File: src/rtl/mem_ctrl_ifetch_pkg.sv
// mem_ctrl_ifetch_pkg: shared refill constants and FSM state encoding
package mem_ctrl_ifetch_pkg;
  localparam int BLOCK_WIDTH = 1;
  localparam int BLOCK_BITS = 32 << BLOCK_WIDTH;
  typedef enum logic [1:0] {IDLE, READ, DONE} state_t;
endpackage

File: src/rtl/mem_ctrl_ifetch_byte_block_assembler.sv
// byte_block_assembler: inserts refill bytes little-endian into one block register
module byte_block_assembler #(
  parameter int BYTE_CNT = 8,
  parameter int IW = $clog2(BYTE_CNT)
) (
  input  logic                  clk,
  input  logic                  rst_n,
  input  logic                  we,
  input  logic [IW-1:0]         idx,
  input  logic [7:0]            din,
  output logic [8*BYTE_CNT-1:0] block
);
  // byte idx lands at bits [8*idx+7:8*idx]
  always_ff @(posedge clk)
    if (!rst_n) block <= '0;
    else if (we) block[{idx, 3'b000} +: 8] <= din;
endmodule

File: src/rtl/mem_ctrl_ifetch.sv
// mem_ctrl_ifetch: responder side of the instruction-cache block refill from byte-wide RAM
module mem_ctrl_ifetch #(
  parameter int BLOCK_WIDTH = mem_ctrl_ifetch_pkg::BLOCK_WIDTH,
  parameter int BLOCK_SIZE = 1 << BLOCK_WIDTH,
  parameter int ADDR_WIDTH = 32
) (
  input  logic                    Sys_clk,
  input  logic                    Sys_rst,
  input  logic                    Sys_rdy,
  input  logic                    ICMC_en,
  input  logic [ADDR_WIDTH-1:0]   ICMC_addr,
  output logic                    MCIC_en,
  output logic [32*BLOCK_SIZE-1:0] MCIC_block,
  output logic [ADDR_WIDTH-1:0]   mem_a,
  input  logic [7:0]              mem_din,
  output logic                    mem_wr
);
  import mem_ctrl_ifetch_pkg::*;
  localparam int BYTE_CNT = BLOCK_SIZE * 4;
  localparam int IW = $clog2(BYTE_CNT);
  localparam int CW = IW + 1;
  localparam logic [ADDR_WIDTH-1:0] LOW = ADDR_WIDTH'(BYTE_CNT - 1);
  state_t state;
  logic [ADDR_WIDTH-1:0] base;
  logic [CW-1:0] issue_idx;
  logic [IW-1:0] recv_idx;
  logic [32*BLOCK_SIZE-1:0] asm_block;
  logic cap;
  assign cap = state == READ && Sys_rdy;
  assign mem_wr = 1'b0;
  byte_block_assembler #(.BYTE_CNT(BYTE_CNT)) u_asm (
    .clk(Sys_clk),
    .rst_n(Sys_rst),
    .we(cap),
    .idx(recv_idx),
    .din(mem_din),
    .block(asm_block)
  );
  // refill FSM: address issue runs one byte ahead of capture; a stall re-presents the pending byte
  always_ff @(posedge Sys_clk)
    if (!Sys_rst) begin
      state <= IDLE;
      MCIC_en <= 1'b0;
      MCIC_block <= '0;
      mem_a <= '0;
      base <= '0;
      issue_idx <= '0;
      recv_idx <= '0;
    end else begin
      MCIC_en <= 1'b0;
      case (state)
        IDLE:
          if (ICMC_en && !MCIC_en && Sys_rdy) begin
            base <= ICMC_addr & ~LOW;
            mem_a <= ICMC_addr & ~LOW;
            issue_idx <= CW'(1);
            recv_idx <= '0;
            state <= READ;
          end
        READ:
          if (Sys_rdy) begin
            recv_idx <= recv_idx + IW'(1);
            if (issue_idx < CW'(BYTE_CNT)) begin
              mem_a <= base + ADDR_WIDTH'(issue_idx);
              issue_idx <= issue_idx + CW'(1);
            end
            if (recv_idx == IW'(BYTE_CNT - 1)) state <= DONE;
          end else begin
            mem_a <= base + ADDR_WIDTH'(recv_idx);
            issue_idx <= CW'(recv_idx) + CW'(1);
          end
        DONE:
          if (Sys_rdy) begin
            MCIC_en <= 1'b1;
            MCIC_block <= asm_block;
            state <= IDLE;
          end
        default: state <= IDLE;
      endcase
    end
endmodule
File: config.mk
export PLATFORM = sky130hd
export DESIGN_NAME = mem_ctrl_ifetch
export DESIGN_NICKNAME = d
export VERILOG_FILES = /design/src/rtl/mem_ctrl_ifetch_pkg.sv /design/src/rtl/mem_ctrl_ifetch_byte_block_assembler.sv /design/src/rtl/mem_ctrl_ifetch.sv
export SDC_FILE = /design/constraint.sdc
export NUM_CORES = 1
export LEC_CHECK = 0
export BUFFER_PORTS_ARGS = -buffer_cell sky130_fd_sc_hd__buf_2
export CAP_MARGIN = 20
export CORE_UTILIZATION = 35
export DETAILED_ROUTE_END_ITERATION = 10
export GPL_TIMING_DRIVEN = 0
export PLACE_DENSITY = 0.6
export SLEW_MARGIN = 40
export SYNTH_ARGS = -nofsm -noshare
export SYNTH_HDL_FRONTEND = slang
export SYNTH_SLANG_ARGS = --single-unit
File: constraint.sdc
create_clock -name Sys_clk -period 3.1 [get_ports Sys_clk]
set_input_delay 0.465 -clock Sys_clk [delete_from_list [all_inputs] [get_ports Sys_clk]]
set_output_delay 0.465 -clock Sys_clk [all_outputs]
set_load 0.05 [all_outputs]
### Word-level counts from Yosys, hierarchy flattened

Cells that the tools add are included.

* register bits: 199

* add/subtract/negate cells: 6
* order comparisons: 1
* equal/unequal tests: 8
* shift operators: 2
* multiplexer cells: 18
* reductions and logical operators: 12

Operators by type and width (number)
* 2-to-1 mux 32 bit: 3
* bitwise mux 64 bit: 1
* case mux 32 bit (2 select lines): 1
* variable shift 8 x 8 -> 64 bit, first input constant: 1
* variable part select 8 x 8 -> 64 bit: 1
* adder 32 x 3 -> 32 bit: 1
* adder 32 x 4 -> 32 bit: 1
* 2-to-1 mux 4 bit: 3
* 2-to-1 mux 2 bit: 4
* negator 6 -> 8 bit: 1
* case mux 4 bit (2 select lines): 1
* 2-to-1 mux 3 bit: 2
* != test 2 bit, second input constant: 3
* case mux 2 bit (3 select lines): 1
* case mux 3 bit (2 select lines): 1
* AND reduction 2 bit: 3
* AND reduction 3 bit: 2
* adder 3 x 1 -> 4 bit, second input constant: 1
* adder 4 x 1 -> 4 bit, second input constant: 1
* less-than comparator 4 bit, second input constant: 1
* AND reduction 4 bit: 1
* adder 3 x 1 -> 3 bit, second input constant: 1
* == test 3 bit, second input constant: 1
* logical AND 1 bit: 3
* other kinds (8): 8

### Longest topological paths before layout

* depth after elaboration: 5
* mapped depth: 9

### By module

Synthesis repeated with hierarchy kept, for this count alone.

* cell total of the unflattened synthesis: 968
* area, all modules: 8247.9 µm²

Modules (own cells, without submodules)
* mem_ctrl_ifetch: times used 1, cells each 708, area an instance 5632.9 µm², sequential area each 2702.6 µm²
* byte_block_assembler: times used 1, cells each 260, area an instance 2615.0 µm², sequential area each 1281.2 µm²

### Worst setup path after synthesis

OpenSTA, ideal clock, no wires.

* path kind: reg-to-reg
* start: register recv_idx[0]
* end: register u_asm.block[48]
* setup time: 0.116 ns
* arrival: 1.995 ns
* data required time: 2.984 ns
* path slack: 0.989 ns
* cell stages (with the launch flop): 8
* cell sequence: dfxtp_1 -> inv_1 -> ha_1 -> ha_1 -> buf_1 -> nor3_4 -> mux2i_1 -> nor2b_1

* cells in the longest elaborated chain, start to end: 3

Ends and longest elaborated chain
* start: declaration: line mem_ctrl_ifetch.sv:26 `logic [IW-1:0] recv_idx;`
* start signal: assignment: line mem_ctrl_ifetch.sv:62 `recv_idx <= recv_idx + IW'(1);`
* negator 6 -> 8 bit (*): line mem_ctrl_ifetch_byte_block_assembler.sv:16 `else if (we) block[{idx, 3'b000} +: 8] <= din;`
* variable part select 8 x 8 -> 64 bit or variable shift 8 x 8 -> 64 bit (tied branches): line mem_ctrl_ifetch_byte_block_assembler.sv:16
* bitwise mux 64 bit (*): line mem_ctrl_ifetch_byte_block_assembler.sv:16
* end signal: indexed assignment: line mem_ctrl_ifetch_byte_block_assembler.sv:16
* end: declaration: line mem_ctrl_ifetch_byte_block_assembler.sv:11 `output logic [8*BYTE_CNT-1:0] block`

Every way passes the cells marked *; elsewhere a longest branch is shown, timed or not.
A chain may end at the register's enable or synchronous reset.

### Final worst setup path

* start: register recv_idx[0]
* end: register u_asm.block[55]

Same word-level chain as after synthesis.

==> reports/qor.csv <==
metric,value,unit
fin crit share,85.09,%
RSZ-0062 raised after global routing,no,
WL per Instance,15.58,um
Setup TNS,0,ns
critical path capture point type,register,
die height,159.1,um
status,finished clean,
Resized Gates After CTS,0,
most frequent cells in the layout,"nand2_1, dfxtp_1, buf_2",
Worst Reg-to-Reg Cells,8,
Worst Path Arrival,2.96,ns
VDD IR max,0.0002950,V
Overflow after GRT,0,
Unique masters post-synth,59,
clock sink count,199,
area of the die,25320,sq um
antenna violations before repair,0,
routability congestion estimate,0.7793,
largest net degree at the start of global routing,20,
Startpoint Class,register,
fmax,0.3791,GHz
Crit Path Max Fanout,10,
GRT Total Usage,18.74,%
share of the synthesized area in the top cell type,46.10,%
hpwl dp,16860,um
Critical Path RT,3.42,ns
Pwr Total,5.301,mW
Worst-Margin Slew,0.7145,ns
max-cap violations,0,
Fillers,2526,
cell area after synthesis,8642,sq um
synth top area cells,"dfxtp_1, nand2_1, a21boi_0",
DRT antenna net count,0,
Clock Path Buffers,2,
number of synthesized register bits,199,
drt total wl,23070,um
"Net Count, Synth",1046,
CTS root buf,clkbuf_16,
Pre-antenna DRT Iters,5,
H-tree depth,4,
Synth Area per Inst,8.703,sq um
CTS hold repair buffers,0,
Antenna Cells,0,
clock slew at reported path FFs,0.08,ns
Post-synth EDFFs,0,
worst skew pair latency,0.44,ns
Buffers on Ports,133,
Synth Instances,993,
clk_skew,0.01426,ns
placed cells,1450,
total power per unit cell area,515.8,nW/um^2
multi-input logic area,4319,sq um
Layout area overhead,18.92,%
layout cell share with drive strength beyond 1,17.89,%
"most common cell after layout, fill and taps aside",nand2_1,
Die X,159.1,um
# setup viols final,0,
Crit Path Category,reg -> reg,
Tightest Hold Check Type,in -> reg,
Min Hold Slack,0.2777,ns
FP Rows,57,
number of global-route vias before repair,6817,
worst relative slew slack,52.37,%
fin crit period,2.638,ns
Starting Density,35.64,%
final-report max-slew violation count,0,
ys async rst share,0,%
Final Hold Violating Endpoints,0,
Post-Layout Cell Count,1481,
Hold Crit Depth,3,
cell accounting for the most synthesized area,dfxtp_1,
# DRC,0,
register area,3984,sq um
vias post-DR,7188,
DR vias/cell,4.853,
leakage,3.912,nW
warnings from Yosys,0,
fin nets,1198,
first-pass GRT wire length,37390,um
top_reg_cell synth,dfxtp_1,
Num CTS Buffers,17,
sequential-to-total area share from yosys stat,46.10,%
Ports,142,
post-CTS setup repair buffer count,0,
clock tree from TritonCTS,yes,
DR iter-0 viols,411,
core area,24250,sq um
## synthesized netlist by cell type, types with 2 or more instances
library cell  count
nand3_1          43
nor2b_1          37
buf_6             3
nor3b_2           2
nor2_1           20
nand2b_1          7
buf_2            16
and3_1            6
xnor2_1           8
nor4_4            4
mux2i_1          29
a2bb2oi_1         2
dfxtp_1         199
and2_1            7
nand2_1         281
a22o_1            9
a21oi_1          10
clkbuf_1         41
nand4_1           8
ha_1              9
buf_1             7
xor2_1           20
o21ai_0          22
or3_1             5
and3b_1           2
nand4_4           3
inv_1             6
a21boi_1          8
o211ai_1         10
a22oi_1           3
and4_1            2
nor3_4            3
nor3_1            3
o21ai_1           2
buf_4             3
a21boi_0        124
o221ai_1          5
a21oi_2           2
nand3b_1          2
## cells by family after synthesis
group | count (synthesis) | share of synthesized area (%)
flip-flops | 199 | 46.10
XOR/XNOR | 28 | 2.838
adder cells (fa/ha/maj) | 9 | 1.303
AO/OA/AOI/OAI | 206 | 17.26
multiplexers | 29 | 3.359
buffers and inverters | 76 | 3.924
AND/OR/NAND/NOR | 445 | 25.18
other | 1 | 0.04339
## flip-flops by register name, indices dropped and copies added (netlist names)
register     count
base            29
MCIC_en          1
recv_idx         3
state            2
MCIC_block      64
u_asm.block     64
issue_idx        4
mem_a           32
## power breakdown
group,internal [mW],switching (mW)
Sequential,2.61,0.0458
Clock,1.07,1.09
Combinational,0.153,0.335
Total,3.83,1.47
## layer usage
| layer | vias to the layer above | wire length (um) | track usage, % |
|---|---|---|---|
| li1 | 3648 | - | - |
| met1 | 3327 | 10730 | 24.91 |
| met2 | 195 | 10750 | 31.10 |
| met3 | 18 | 1421 | 3.829 |
| met4 | 0 | 176 | 4.414 |
| met5 | - | 0 | 0 |
## per-stage QoR
stage / setup slack [ns] / utilization, % / instance area (sq um)
floorplan: 0.9887 / - / 8642
global placement: 0.5572 / 40.06 / 9713
detailed placement: 0.5045 / 40.06 / 9713
CTS: 0.4882 / 42.38 / 10280
global route: 0.2816 / 42.38 / 10280
finish: 0.4622 / 42.38 / 10280
## final timing paths
kind / start / to / slack, ns
worst max-delay path: recv_idx[0]$_SDFFE_PN0P_ / u_asm.block[55]$_SDFFE_PN0P_ / 0.46
worst min-delay path: ICMC_addr[16] / base[16]$_SDFFE_PN0P_ / 0.28
worst min register to register: u_asm.block[37]$_SDFFE_PN0P_ / u_asm.block[37]$_SDFFE_PN0P_ / 0.46
worst max register to register: recv_idx[0]$_SDFFE_PN0P_ / u_asm.block[55]$_SDFFE_PN0P_ / 0.46
## cell type report
cell class                      instances  share of cell area [%]
Timing Repair Buffer                  133                   6.477
Multi-Input combinational cell        718                   42.03
Clock buffer                           18                   4.176
Sequential cell                       199                   38.76
Buffer                                 70                   3.080
Inverter                                6                  0.2191
Tap cell                              324                   3.944
Clock inverter                         13                   1.315
## critical path, cell delays in order (launching register included)
cell and delay [ns]:
dfxtp_1 0.52, inv_1 0.14, ha_1 0.25, ha_1 0.24, nor3b_2 0.35, o21ai_0 0.24, nor3_4 0.46, mux2i_1 0.26
nor2b_1 0.06
No activity file was read; power rests on OpenSTA's default activity.
